## src/rtl/mem_access_unit.sv

```systemverilog
// Load/store unit bridging byte/half/word requests onto a word-wide RAM with a
// one-edge registered read; sub-word stores use read-modify-write.
module mem_access_unit #(
  parameter int unsigned MEM_BYTES = 1024
) (
  input  logic        clk,
  input  logic        reset,
  input  logic        req_valid,
  output logic        req_ready,
  input  logic        req_write,
  input  logic [1:0]  req_size,
  input  logic        req_unsigned,
  input  logic [31:0] req_addr,
  input  logic [31:0] req_wdata,
  output logic        resp_valid,
  output logic [31:0] resp_rdata,
  output logic        resp_error,
  output logic [31:0] mem_address,
  output logic [31:0] mem_data_in,
  output logic        mem_write_enable,
  input  logic [31:0] mem_data_out
);

  localparam logic [1:0] SZ_BYTE = 2'b00;
  localparam logic [1:0] SZ_HALF = 2'b01;
  localparam logic [1:0] SZ_WORD = 2'b10;

  typedef enum logic [2:0] {S_IDLE, S_READ, S_WAIT, S_WRITE, S_DONE} state_t;

  state_t      state, state_next;
  logic        write_q, unsigned_q;
  logic [1:0]  size_q;
  logic [31:0] addr_q, wdata_q, merge_q;
  logic        accept, req_err;
  logic [32:0] nbytes;
  logic [31:0] load_ext, merged;

  assign accept = req_valid && (state == S_IDLE);

  // Range check in 33 bits so addresses near 0xFFFFFFFF cannot wrap into range.
  always_comb begin
    // NOTE: every always_comb output gets a default first so no latch is inferred.
    nbytes = 33'd4;
    case (req_size)
      SZ_BYTE: nbytes = 33'd1;
      SZ_HALF: nbytes = 33'd2;
      default: nbytes = 33'd4;
    endcase
    req_err = (req_size == 2'b11)
           || (req_size == SZ_HALF && req_addr[0])
           || (req_size == SZ_WORD && req_addr[1:0] != 2'b00)
           || (({1'b0, req_addr} + nbytes) > 33'(MEM_BYTES));
  end

  always_comb begin
    state_next = state;
    case (state)
      S_IDLE: if (accept) begin
        if (req_err)                             state_next = S_DONE;
        else if (req_write && req_size == SZ_WORD) state_next = S_WRITE;
        else                                     state_next = S_READ;
      end
      S_READ:  state_next = S_WAIT;
      S_WAIT:  state_next = write_q ? S_WRITE : S_DONE;
      S_WRITE: state_next = S_DONE;
      S_DONE:  state_next = S_IDLE;
      default: state_next = S_IDLE;
    endcase
  end

  // Little-endian lane extraction of the RAM word for loads.
  always_comb begin
    logic [7:0]  b;
    logic [15:0] h;
    b = mem_data_out[7:0];
    case (addr_q[1:0])
      2'd0: b = mem_data_out[7:0];
      2'd1: b = mem_data_out[15:8];
      2'd2: b = mem_data_out[23:16];
      2'd3: b = mem_data_out[31:24];
      default: b = mem_data_out[7:0];
    endcase
    h = addr_q[1] ? mem_data_out[31:16] : mem_data_out[15:0];
    case (size_q)
      SZ_BYTE: load_ext = unsigned_q ? {24'h0, b} : {{24{b[7]}}, b};
      SZ_HALF: load_ext = unsigned_q ? {16'h0, h} : {{16{h[15]}}, h};
      default: load_ext = mem_data_out;
    endcase
  end

  // Replace only the addressed lane(s); the rest of the RAM word is preserved.
  always_comb begin
    merged = mem_data_out;
    if (size_q == SZ_BYTE) begin
      case (addr_q[1:0])
        2'd0: merged[7:0]   = wdata_q[7:0];
        2'd1: merged[15:8]  = wdata_q[7:0];
        2'd2: merged[23:16] = wdata_q[7:0];
        2'd3: merged[31:24] = wdata_q[7:0];
        default: merged = mem_data_out;
      endcase
    end else if (addr_q[1]) begin
      merged[31:16] = wdata_q[15:0];
    end else begin
      merged[15:0] = wdata_q[15:0];
    end
  end

  always_ff @(posedge clk or negedge reset) begin
    if (!reset) begin
      state      <= S_IDLE;
      write_q    <= 1'b0;
      size_q     <= 2'b00;
      unsigned_q <= 1'b0;
      addr_q     <= 32'h0;
      wdata_q    <= 32'h0;
      merge_q    <= 32'h0;
      resp_rdata <= 32'h0;
      resp_error <= 1'b0;
    end else begin
      // NOTE: sequential state uses non-blocking assignments so every register
      // samples pre-edge values regardless of statement order.
      state <= state_next;
      if (accept) begin
        write_q    <= req_write;
        size_q     <= req_size;
        unsigned_q <= req_unsigned;
        addr_q     <= req_addr;
        wdata_q    <= req_wdata;
        if (req_err) begin
          resp_rdata <= 32'h0;
          resp_error <= 1'b1;
        end
      end
      if (state == S_WAIT) begin
        if (write_q) begin
          merge_q <= merged;
        end else begin
          resp_rdata <= load_ext;
          resp_error <= 1'b0;
        end
      end
      if (state == S_WRITE) begin
        resp_rdata <= 32'h0;
        resp_error <= 1'b0;
      end
    end
  end

  // Outputs decode from state, so reset drops the write strobe without waiting for clk.
  assign req_ready        = (state == S_IDLE);
  assign resp_valid       = (state == S_DONE);
  assign mem_address      = {addr_q[31:2], 2'b00};
  assign mem_write_enable = (state == S_WRITE);
  assign mem_data_in      = (state != S_WRITE) ? 32'h0 :
                            (size_q == SZ_WORD) ? wdata_q : merge_q;

endmodule

```

## config.mk

```make
export PLATFORM = sky130hd
export DESIGN_NAME = mem_access_unit
export DESIGN_NICKNAME = d
export VERILOG_FILES = /design/src/rtl/mem_access_unit.sv
export SDC_FILE = /design/constraint.sdc
export NUM_CORES = 1
export LEC_CHECK = 0
export CORE_MARGIN = 2
export CORE_UTILIZATION = 53
export CTS_CLUSTER_DIAMETER = 150
export DETAILED_ROUTE_END_ITERATION = 10
export GPL_ROUTABILITY_DRIVEN = 0
export PLACE_DENSITY_LB_ADDON = 0.1
export SLEW_MARGIN = 20
export SYNTH_ARGS = -nofsm -noshare
export SYNTH_HDL_FRONTEND = slang
export SYNTH_SLANG_ARGS = --single-unit
```

## constraint.sdc

```tcl
create_clock -name clk -period 6.06 [get_ports clk]
set_input_delay 0.909 -clock clk [delete_from_list [all_inputs] [get_ports clk]]
set_output_delay 0.909 -clock clk [all_outputs]
set_load 0.05 [all_outputs]
```

==> flow_metrics.env <==
export IMPL_grt_usage_pct=31.3
export IMPL_core_sq_um=13900
export IMPL_port_buffers=200
export IMPL_setup_tns_ns=0
export IMPL_cts_setup_buffers=0
export IMPL_multiInputGateArea_sq_um=3600
export IMPL_layout_nets=1155
export IMPL_drive_gt1_share_pct=7.63
export IMPL_first_pass_iters=5
export IMPL_final_seq_area_sq_um=3400
export IMPL_post_cts_resize_count=0
export IMPL_finalMaxSlewViolations=0
export IMPL_placed_cells=1209
export IMPL_synth_cell_types=62
export IMPL_ioPinCount=203
export IMPL_r2r_end="resp_rdata[0]"
export IMPL_worst_pin_slew_ns=1.05
export IMPL_period_share_pct=71.5
export IMPL_drt_iter0_drc=790
export IMPL_pre_cts_ws_ns=1.37
export IMPL_endpoint_kind="flip-flop"
export IMPL_slowest_delay_ns=0.80
export IMPL_ir_drop_mv=0.182
export IMPL_ant_nets=0
export IMPL_clock_sinks=136
export IMPL_avgSynthCellArea_sq_um=8.29
export IMPL_crit_type="in2reg"
export IMPL_rrSetupSlack_ns=2.77
export IMPL_post_synth_inst_count=908
export IMPL_finalCriticalPeriod_ns=4.34
export IMPL_cts_made_buffers=17
export IMPL_hold_viol_final=0
export IMPL_synth_edf_count=0
export IMPL_relSlewSlack_pct=29.5
export IMPL_cts_clk_slew_worst_paths_ns=0.06
export IMPL_place_hpwl_microns=16200
export IMPL_synth_top_area_share_pct=45.2
export IMPL_reg2reg_from="addr_q[1]"
export IMPL_setup_slack_ns=1.72
export IMPL_start_util_pct=54.2
export IMPL_grt_max_degree=80
export IMPL_crit_slowest_cell="nor4_2"
export IMPL_synth_cell_area_sq_um=7520
export IMPL_clock_fmax_mhz=231
export IMPL_n_fill_cell=1110
export IMPL_die_area_sq_um=15200
export IMPL_status="finished, final reports clean"
export IMPL_layout_cells_non_filler=1241
export IMPL_post_drt_wl_per_cell_microns=18.7
export IMPL_route_detailed_drc=0
export IMPL_synth_area_leader_cell="dfrtp_1"
export IMPL_setup_viol=0
export IMPL_cts_hold_buf=0
export IMPL_die_h_microns=123
export IMPL_ctsHtreeMaxLevel=4
export IMPL_clk_latency_ns=0.43
export IMPL_areaGrowthSynthToFinish_pct=32.3
export IMPL_crit_top_cell="a21oi_2"
export IMPL_die_width_microns=123
export IMPL_power_leakage_uw=0.00456
export IMPL_rsz0062_at_grt="no"
export IMPL_cp_cell_sequence="clkdlybuf4s50_1 > nor2_1 > ha_1 > fa_1 > a21oi_2 > nor4_2 > a31o_2 > a21oi_1 > o22ai_1 > nor4_4 > a21oi_2 > o32ai_1"
export IMPL_startpoint_type="primary input"
export IMPL_vias_per_cell=5.80
export IMPL_final_util_pct=71.7
export IMPL_p_per_area_nw_per_um2=268
export IMPL_cts_tree="done"
export IMPL_yosysWarnings=0
export IMPL_worstPathArrival_ns=4.61
export IMPL_worstPathRequired_ns=6.33
export IMPL_grt_pass1_wl_microns=36100
export IMPL_synth_seq_cells=136
export IMPL_clockBufferDepth=2
export IMPL_synthTopCellsByArea="dfrtp_1 (45%), nand2_1 (15%), a21oi_1 (3.6%)"
export IMPL_holdWs_ns=0.433
export IMPL_async_flop_share_pct=100
export IMPL_overflow=0
export IMPL_route_vias_total=7203
export IMPL_wl_microns=23200
export IMPL_row_count=43
export IMPL_hold_path_class="in2async"
export IMPL_cap_violations=0
export IMPL_antenna_found_initial=0
export IMPL_ys_flop_type="dfrtp_1"
export IMPL_clock_skew_ns=0.00686
export IMPL_cts_root_buf="clkbuf_16"
export IMPL_grt_pass1_vias=6911
export IMPL_synth_seq_area_share_pct=45.2
export IMPL_r2r_cells=6
export IMPL_path_max_fanout=18
export IMPL_diodes=0
## state kept, by name (all words and copies together), names as in the netlist
| register | cells |
|---|---|
| wdata_q | 32 |
| addr_q | 32 |
| state | 3 |
| merge_q | 32 |
| resp_error | 1 |
| unsigned_q | 1 |
| size_q | 2 |
| resp_rdata | 32 |
| write_q | 1 |
## cells in the mapped netlist, types with 2 or more instances
master / number
a21o_1: 3
dfrtp_1: 136
nand3_1: 13
a21oi_1: 54
nor2b_1: 4
o32ai_1: 7
buf_1: 6
nor2_1: 33
and3_1: 4
buf_4: 33
a21oi_2: 2
mux2_2: 4
a2111oi_0: 2
nand4_1: 11
clkinv_1: 3
nand2_1: 299
clkbuf_1: 41
o211ai_1: 2
buf_6: 2
o221a_2: 16
a31oi_1: 10
inv_1: 21
buf_2: 2
or2_2: 5
ha_1: 3
and4_1: 2
nor3_1: 20
o21ai_0: 53
xor2_1: 4
mux2i_1: 25
o2111ai_1: 2
nand2b_1: 5
nand4b_1: 3
a31o_2: 3
and2_1: 4
nor3b_1: 3
o221ai_1: 6
o21a_1: 6
o22ai_1: 26
a211o_1: 2
a211oi_1: 5
nand3b_1: 3
## layout make-up
type                       instances  share of cell area [%]
clock buffer                      18                    4.31
clock inverter                    14                    1.75
multi-input combinational        665                    36.2
tap                              180                    2.26
timing repair buffer             204                    20.4
inverter                          24                   0.905
sequential                       136                    34.2
## metrics by stage
step           area [sq um]  total power (uW)
4_1_cts                9950              2670
3_5_place_dp           9350              1610
5_1_grt                9960              2780
3_3_place_gp           9340              1610
2_1_floorplan          7530              1410
6_report               9960              2670
## metal layers
layer / track usage (%) / vias up / share of wire, %
li1: - / 3387 / -
met1: 41.4 / 3430 / 41
met4: 12.6 / 0 / 3.3
met5: 0 / - / 0
met3: 7.93 / 54 / 8.6
met2: 49.3 / 332 / 47
## worst max-delay path by stage
stage,from,to,slack [ns],cells after the start
detailed placement,req_size[1],resp_rdata[12],1.37,12
global route,req_size[1],resp_rdata[4],1.49,12
CTS,size_q[0],mem_data_in[31],1.58,5
global placement,req_size[1],resp_rdata[4],1.45,12
finish,req_size[1],resp_rdata[10],1.72,12
floorplan,req_size[1],resp_rdata[9],2.71,13
## logic make-up after synthesis
family	share of synthesized area [%]
compound gates	18.2
xor+xnor	0.582
fa+ha+maj	0.765
buf+inv	7.27
flops	45.2
mux	4.22
other cells	0.0498
simple gates	23.6
## where the power goes
group	total, uW	internal [uW]	switching (uW)
clock network	1070	650	416
logic	577	215	362
registers	1030	968	61.4
## worst max-delay path: cells and delay by family
family	cells	cell delay (ns)
fa+ha+maj	2	0.47
buf+inv	1	0.52
compound gates	6	1.64
simple gates	3	1.06
## cell usage in the layout (no fill, tap or decap), types with 4 or more instances in the layout
| cell | synthesis | routed |
|---|---|---|
| a31oi_1 | 10 | 10 |
| a211oi_1 | 5 | 5 |
| nor2b_1 | 4 | 4 |
| o21ai_0 | 53 | 53 |
| buf_4 | 33 | 4 |
| and3_1 | 4 | 4 |
| nand2b_1 | 5 | 5 |
| clkinv_4 | 0 | 5 |
| nor2_1 | 33 | 31 |
| a21oi_1 | 54 | 53 |
| dfrtp_1 | 136 | 136 |
| o221ai_1 | 6 | 6 |
| clkdlybuf4s50_1 | 0 | 199 |
| or2_2 | 5 | 5 |
| inv_1 | 21 | 21 |
| nor3_1 | 20 | 19 |
| o21a_1 | 6 | 6 |
| clkbuf_16 | 0 | 17 |
| nand4_1 | 11 | 11 |
| nand3_1 | 13 | 13 |
| o221a_2 | 16 | 16 |
| xor2_1 | 4 | 4 |
| o22ai_1 | 26 | 26 |
| mux2_2 | 4 | 4 |
| nand2_1 | 299 | 297 |
| mux2i_1 | 25 | 25 |
| o32ai_1 | 7 | 7 |
(Power assumes the default switching activity.)
==> patch 1: new RTL, config.mk and constraints unchanged <==
Encoding of `state_t`: now one-hot (5 bits for 5 states).
--- a/src/rtl/mem_access_unit.sv
+++ b/src/rtl/mem_access_unit.sv
@@ -25,7 +25,7 @@
   localparam logic [1:0] SZ_HALF = 2'b01;
   localparam logic [1:0] SZ_WORD = 2'b10;
 
-  typedef enum logic [2:0] {S_IDLE, S_READ, S_WAIT, S_WRITE, S_DONE} state_t;
+  typedef enum logic [4:0] {S_IDLE = 5'b00001, S_READ = 5'b00010, S_WAIT = 5'b00100, S_WRITE = 5'b01000, S_DONE = 5'b10000} state_t;
 
   state_t      state, state_next;
   logic        write_q, unsigned_q;
Check against the original RTL: same outputs for any inputs over 4 cycles, from zero or initial values and one cycle with reset low; so few cycles prove little.
==> patch 1 against the unedited design <==
- area after synthesis is 8.7% higher
- utilization is 1.8 points lower
- via count is 11% higher
- non-clock buffer count is 6 higher
- worst setup slack worse by 0.32 ns
- sequential cell count is 2 higher
- power is 15% higher
- design area is 6.4% higher
- wire length is 8.1% higher
- combinational power is 49% higher
- largest cell class unchanged
- critical endpoint is now state[3]$_DFFE_PN0P_
- first-iteration DRC count is 13% higher
==> patch 1: results (changes against the unedited design) <==
Register area share after synthesis: 42.2% (-3.0 points)
Fill count: 1218 (+9.7%)
DR WL/cell: 18.9 um (+1.4%)
DR pass1 iterations: 5 (unchanged)
Met3 wire length: 2120 um (+6.1%)
Hold Slack: 0.477 ns (+0.0444 ns)
Clock skew: 0.00995 ns (+0.00309 ns)
FF-to-FF path depth: 5 (-1)
Reg2reg end: resp_rdata[2]$_DFF_PN0_
Commonest cells post-synth: nand2_1, dfrtp_1, o21ai_0
Worst-Skew Late Latency: 0.43 ns (about the same)
Post-DP HPWL: 17300 um (+6.5%)
Via density: 6.06 (+4.3%)
CP Capture Point: state[3]$_DFFE_PN0P_
WP data arrival: 4.98 ns (+0.37 ns)
Critical Path Fanout Max: 30 (+12)
Vias in the first global route: 7309 (+5.8%)
R2R Path Start: state[3]$_DFFE_PN0P_
Synth Area in Compound Gates: 21.2% (+3.0 points)
CP max-delay cell: or3_1
Asr flop ratio synth: 100% (unchanged)
Peak supply drop: 0.203 mV (+11%)
Place WS: 1.02 ns (-0.346 ns)
CP delay by family, top: simple AND/OR/NAND/NOR gates
Seq power: 1130 uW (+9.7%)
M1 WL: 10800 um (+14%)
Lkg Pwr: 0.00462 uW (+1.3%)
Max_slew headroom: 29.1% (-0.39 points)
Outcome: complete, no violations
Fin nets: 1230 (+6.5%)
First-pass GRT wire length: 39800 um (+10%)
Cell Pwr Density: 290 mW/mm2 (+8.0%)
Xor-xnor portion of the synthesized cell area: 0.428% (-0.15 points)
Routed met2 length: 11300 um (+3.8%)
H-tree depth: 4 (unchanged)
Gr usage total: 31.1% (-0.17 points)
Largest net degree at the start of global routing: 88 (+10%)
Critical Path Max Stage Delay: 0.77 ns (-0.03 ns)
TritonCTS buffer count: 17 (unchanged)
Post-synthesis adder-cell area fraction: 0.704% (-0.061 points)
Largest family of logic cells by synthesized area: compound AO/OA/AOI/OAI gates
Synth cell types: 66 (+6.5%)
Tcrit/Tclk final: 76.8% (+5.3 points)
Mux contribution to synthesized area: 6.35% (+2.1 points)
Tightest Hold Check Type: register to register
Initial drt markers: 890 (+13%)
Clk pwr share: 35.0% (-4.9 points)
Worst hold path depth: 2
Area contributors post-synth: dfrtp_1, nand2_1, o21ai_0
Flop-to-flop setup slack: 2.76 ns (about the same)
Critical Path Start: req_size[0]
Net Sw Power: 1050 uW (+25%)
Layout cells sized above 1: 8.45% (+0.82 points)
-- patch 1: cell count changes in the layout (fill, tap and decap cells not counted), moves of 6 or more --
cell,delta
nor3_1,-6
o32ai_1,-6
a31oi_1,+20
nand4_1,+17
mux2i_1,-8
inv_1,+18
buf_4,+6
a21oi_1,+21
mux2_2,+25
o221a_2,-16
nand3_1,+7
o21ai_0,+42
nand2_1,-61
-- patch 1: through the flow --
stage	std cells	instance area [um2]
2_1_floorplan	997	8180
3_3_place_gp	1291	9970
3_5_place_dp	1292	9980
4_1_cts	1324	10600
5_1_grt	1324	10600
6_report	1324	10600
-- patch 1: cell type report --
cell class	count	area share, %
repair buffers	210	19.6
multi-input cells	717	38.4
flip-flops and latches	138	32.6
clock inverters	11	1.36
clock buffers	21	4.44
inverters	39	1.38
well taps	188	2.22
-- patch 1: layer usage --
metal / track usage [%] / up-vias
met5: 0 / -
met4: 11.2 / 0
met3: 7.47 / 56
met2: 46.5 / 389
met1: 44.3 / 3820
li1: - / 3752
==> patch 2: new RTL, same flow settings <==
Without the edit above. Set the parameter `MEM_BYTES` to 512 (it was 1024).
--- a/src/rtl/mem_access_unit.sv
+++ b/src/rtl/mem_access_unit.sv
@@ -1,7 +1,7 @@
 // Load/store unit bridging byte/half/word requests onto a word-wide RAM with a
 // one-edge registered read; sub-word stores use read-modify-write.
 module mem_access_unit #(
-  parameter int unsigned MEM_BYTES = 1024
+  parameter int unsigned MEM_BYTES = 512
 ) (
   input  logic        clk,
   input  logic        reset,
Behaviour: not the same (a bounded check fails within 4 cycles, from zero or initial values and one cycle with reset low).
==> patch 2 against the unedited design <==
- worst setup slack worse by 0.22 ns
- design area is 4.9% higher
- area after synthesis is 6.9% higher
- wire length is 7.6% higher
- synthesized cell count is 15% higher
- power is 2.0% higher
- utilization is 2.3 points lower
- global-route usage hardly changed
- via count is 12% higher
- sequential cell count stayed put
- critical path type unchanged
- largest cell class unchanged
==> patch 2: results (changes against the unedited design) <==
Outcome: complete, no violations
Area contributors post-synth: dfrtp_1, nand2_1, a21oi_1
Sequential share of cell area: 32.6% (-1.6 points)
Cell area after layout: 0.0104 mm2 (+4.9%)
Post-DP HPWL: 17300 um (+6.4%)
Net Sw Power: 822 uW (-2.1%)
Post-DP Area: 0.00981 mm2 (+5.0%)
Reg2reg end: resp_rdata[28]$_DFF_PN0_
First-pass GRT wire length: 40100 um (+11%)
Vias in the first global route: 7654 (+11%)
Clk power: 1100 uW
Post-CTS Setup Bufs: 0 (unchanged)
Syn avg cell area: 7.73 um2 (-6.8%)
CP Capture Point: resp_rdata[15]$_DFF_PN0_
Sequential Power Share: 38.2% (-0.3 points)
DR pass1 iterations: 6 (+1)
Initial drt markers: 893 (+13%)
Hold Slack: 0.473 ns (+0.0401 ns)
WP data arrival: 4.84 ns (+0.23 ns)
Critical Path Fanout Max: 36 (+18)
Flop-to-flop setup slack: 2.94 ns (+0.17 ns)
Initial antenna violation count: 1 (+1)
Peak supply drop: 0.227 mV (+25%)
Lkg Pwr: 0.00472 uW (+3.5%)
Cell Pwr Density: 261 mW/mm2 (-2.8%)
Asr flop ratio synth: 100% (unchanged)
Multi-input logic area: 0.00398 mm2 (+10%)
Total number of vias: 8099 (+12%)
Critical Path Max Stage Delay: 0.60 ns (-0.20 ns)
Clock skew: 0.00945 ns (+0.00258 ns)
R2R Path Start: addr_q[0]$_DFFE_PN0P_
Seq cells: 136 (unchanged)
FF-to-FF path depth: 7 (+1)
CP max-delay cell: clkdlybuf4s50_1
Via density: 5.95 (+2.5%)
H-tree depth: 4 (unchanged)
Signal buf overhead: 19.8% (-0.59 points)
Tightest Hold Check Type: register to register
Fin nets: 1270 (+10%)
Fill count: 1238 (+12%)
Synth cell types: 67 (+8.1%)
Layout cells sized above 1: 4.86% (-2.8 points)
Non-clock inverters: 35 (+46%)
Count of multi-input gates: 764 (+15%)
Drt total wl: 24900 um (+7.6%)
Worst Tran Pin Value: 1.11 ns (+0.0635 ns)
Commonest cells post-synth: nand2_1, dfrtp_1, a21oi_1
Non-clk bufs: 209 (+2.5%)
Largest net degree at the start of global routing: 78 (-2.5%)
Yosys top cell area share: 42.3% (-2.9 points)
Clock-cell share: 5.94% (-0.11 points)
Register area share after synthesis: 42.3% (-2.9 points)
Gr usage total: 31.3% (about the same)
==> patch 2: logic make-up after synthesis <==
family	count (synthesis)	share of synthesized area (%)
multiplexers	22	2.94
adder cells (fa/ha/maj)	4	0.716
buffers and inverters	142	8.42
AND/OR/NAND/NOR	465	24.6
flip-flops	136	42.3
XOR/XNOR	6	0.653
other	1	0.0466
AO/OA/AOI/OAI	265	20.3
==> patch 2: metrics by stage <==
step / util (%) / setup WS [ns]
after floorplan: - / 2.06
after CTS: 69.4 / 1.30
after detailed placement: 65.3 / 1.14
final: 69.5 / 1.51
after global placement: 65.3 / 1.26
after global routing: 69.5 / 1.32
==> patch 2: per-layer routing <==
layer | vias to the layer above | wire length, um | global-route usage [%]
li1 | 3793 | - | -
met2 | 417 | 11800 | 49.7
met4 | 2 | 630 | 10.5
met1 | 3831 | 10100 | 41.8
met3 | 56 | 2370 | 8.42
met5 | - | 13 | 0
==> patch 2: worst min-delay path, stage by stage, from the launching register on <==
cell,delay (ns)
dfrtp_1,0.34
nand2_1,0.05
nand2_1,0.06
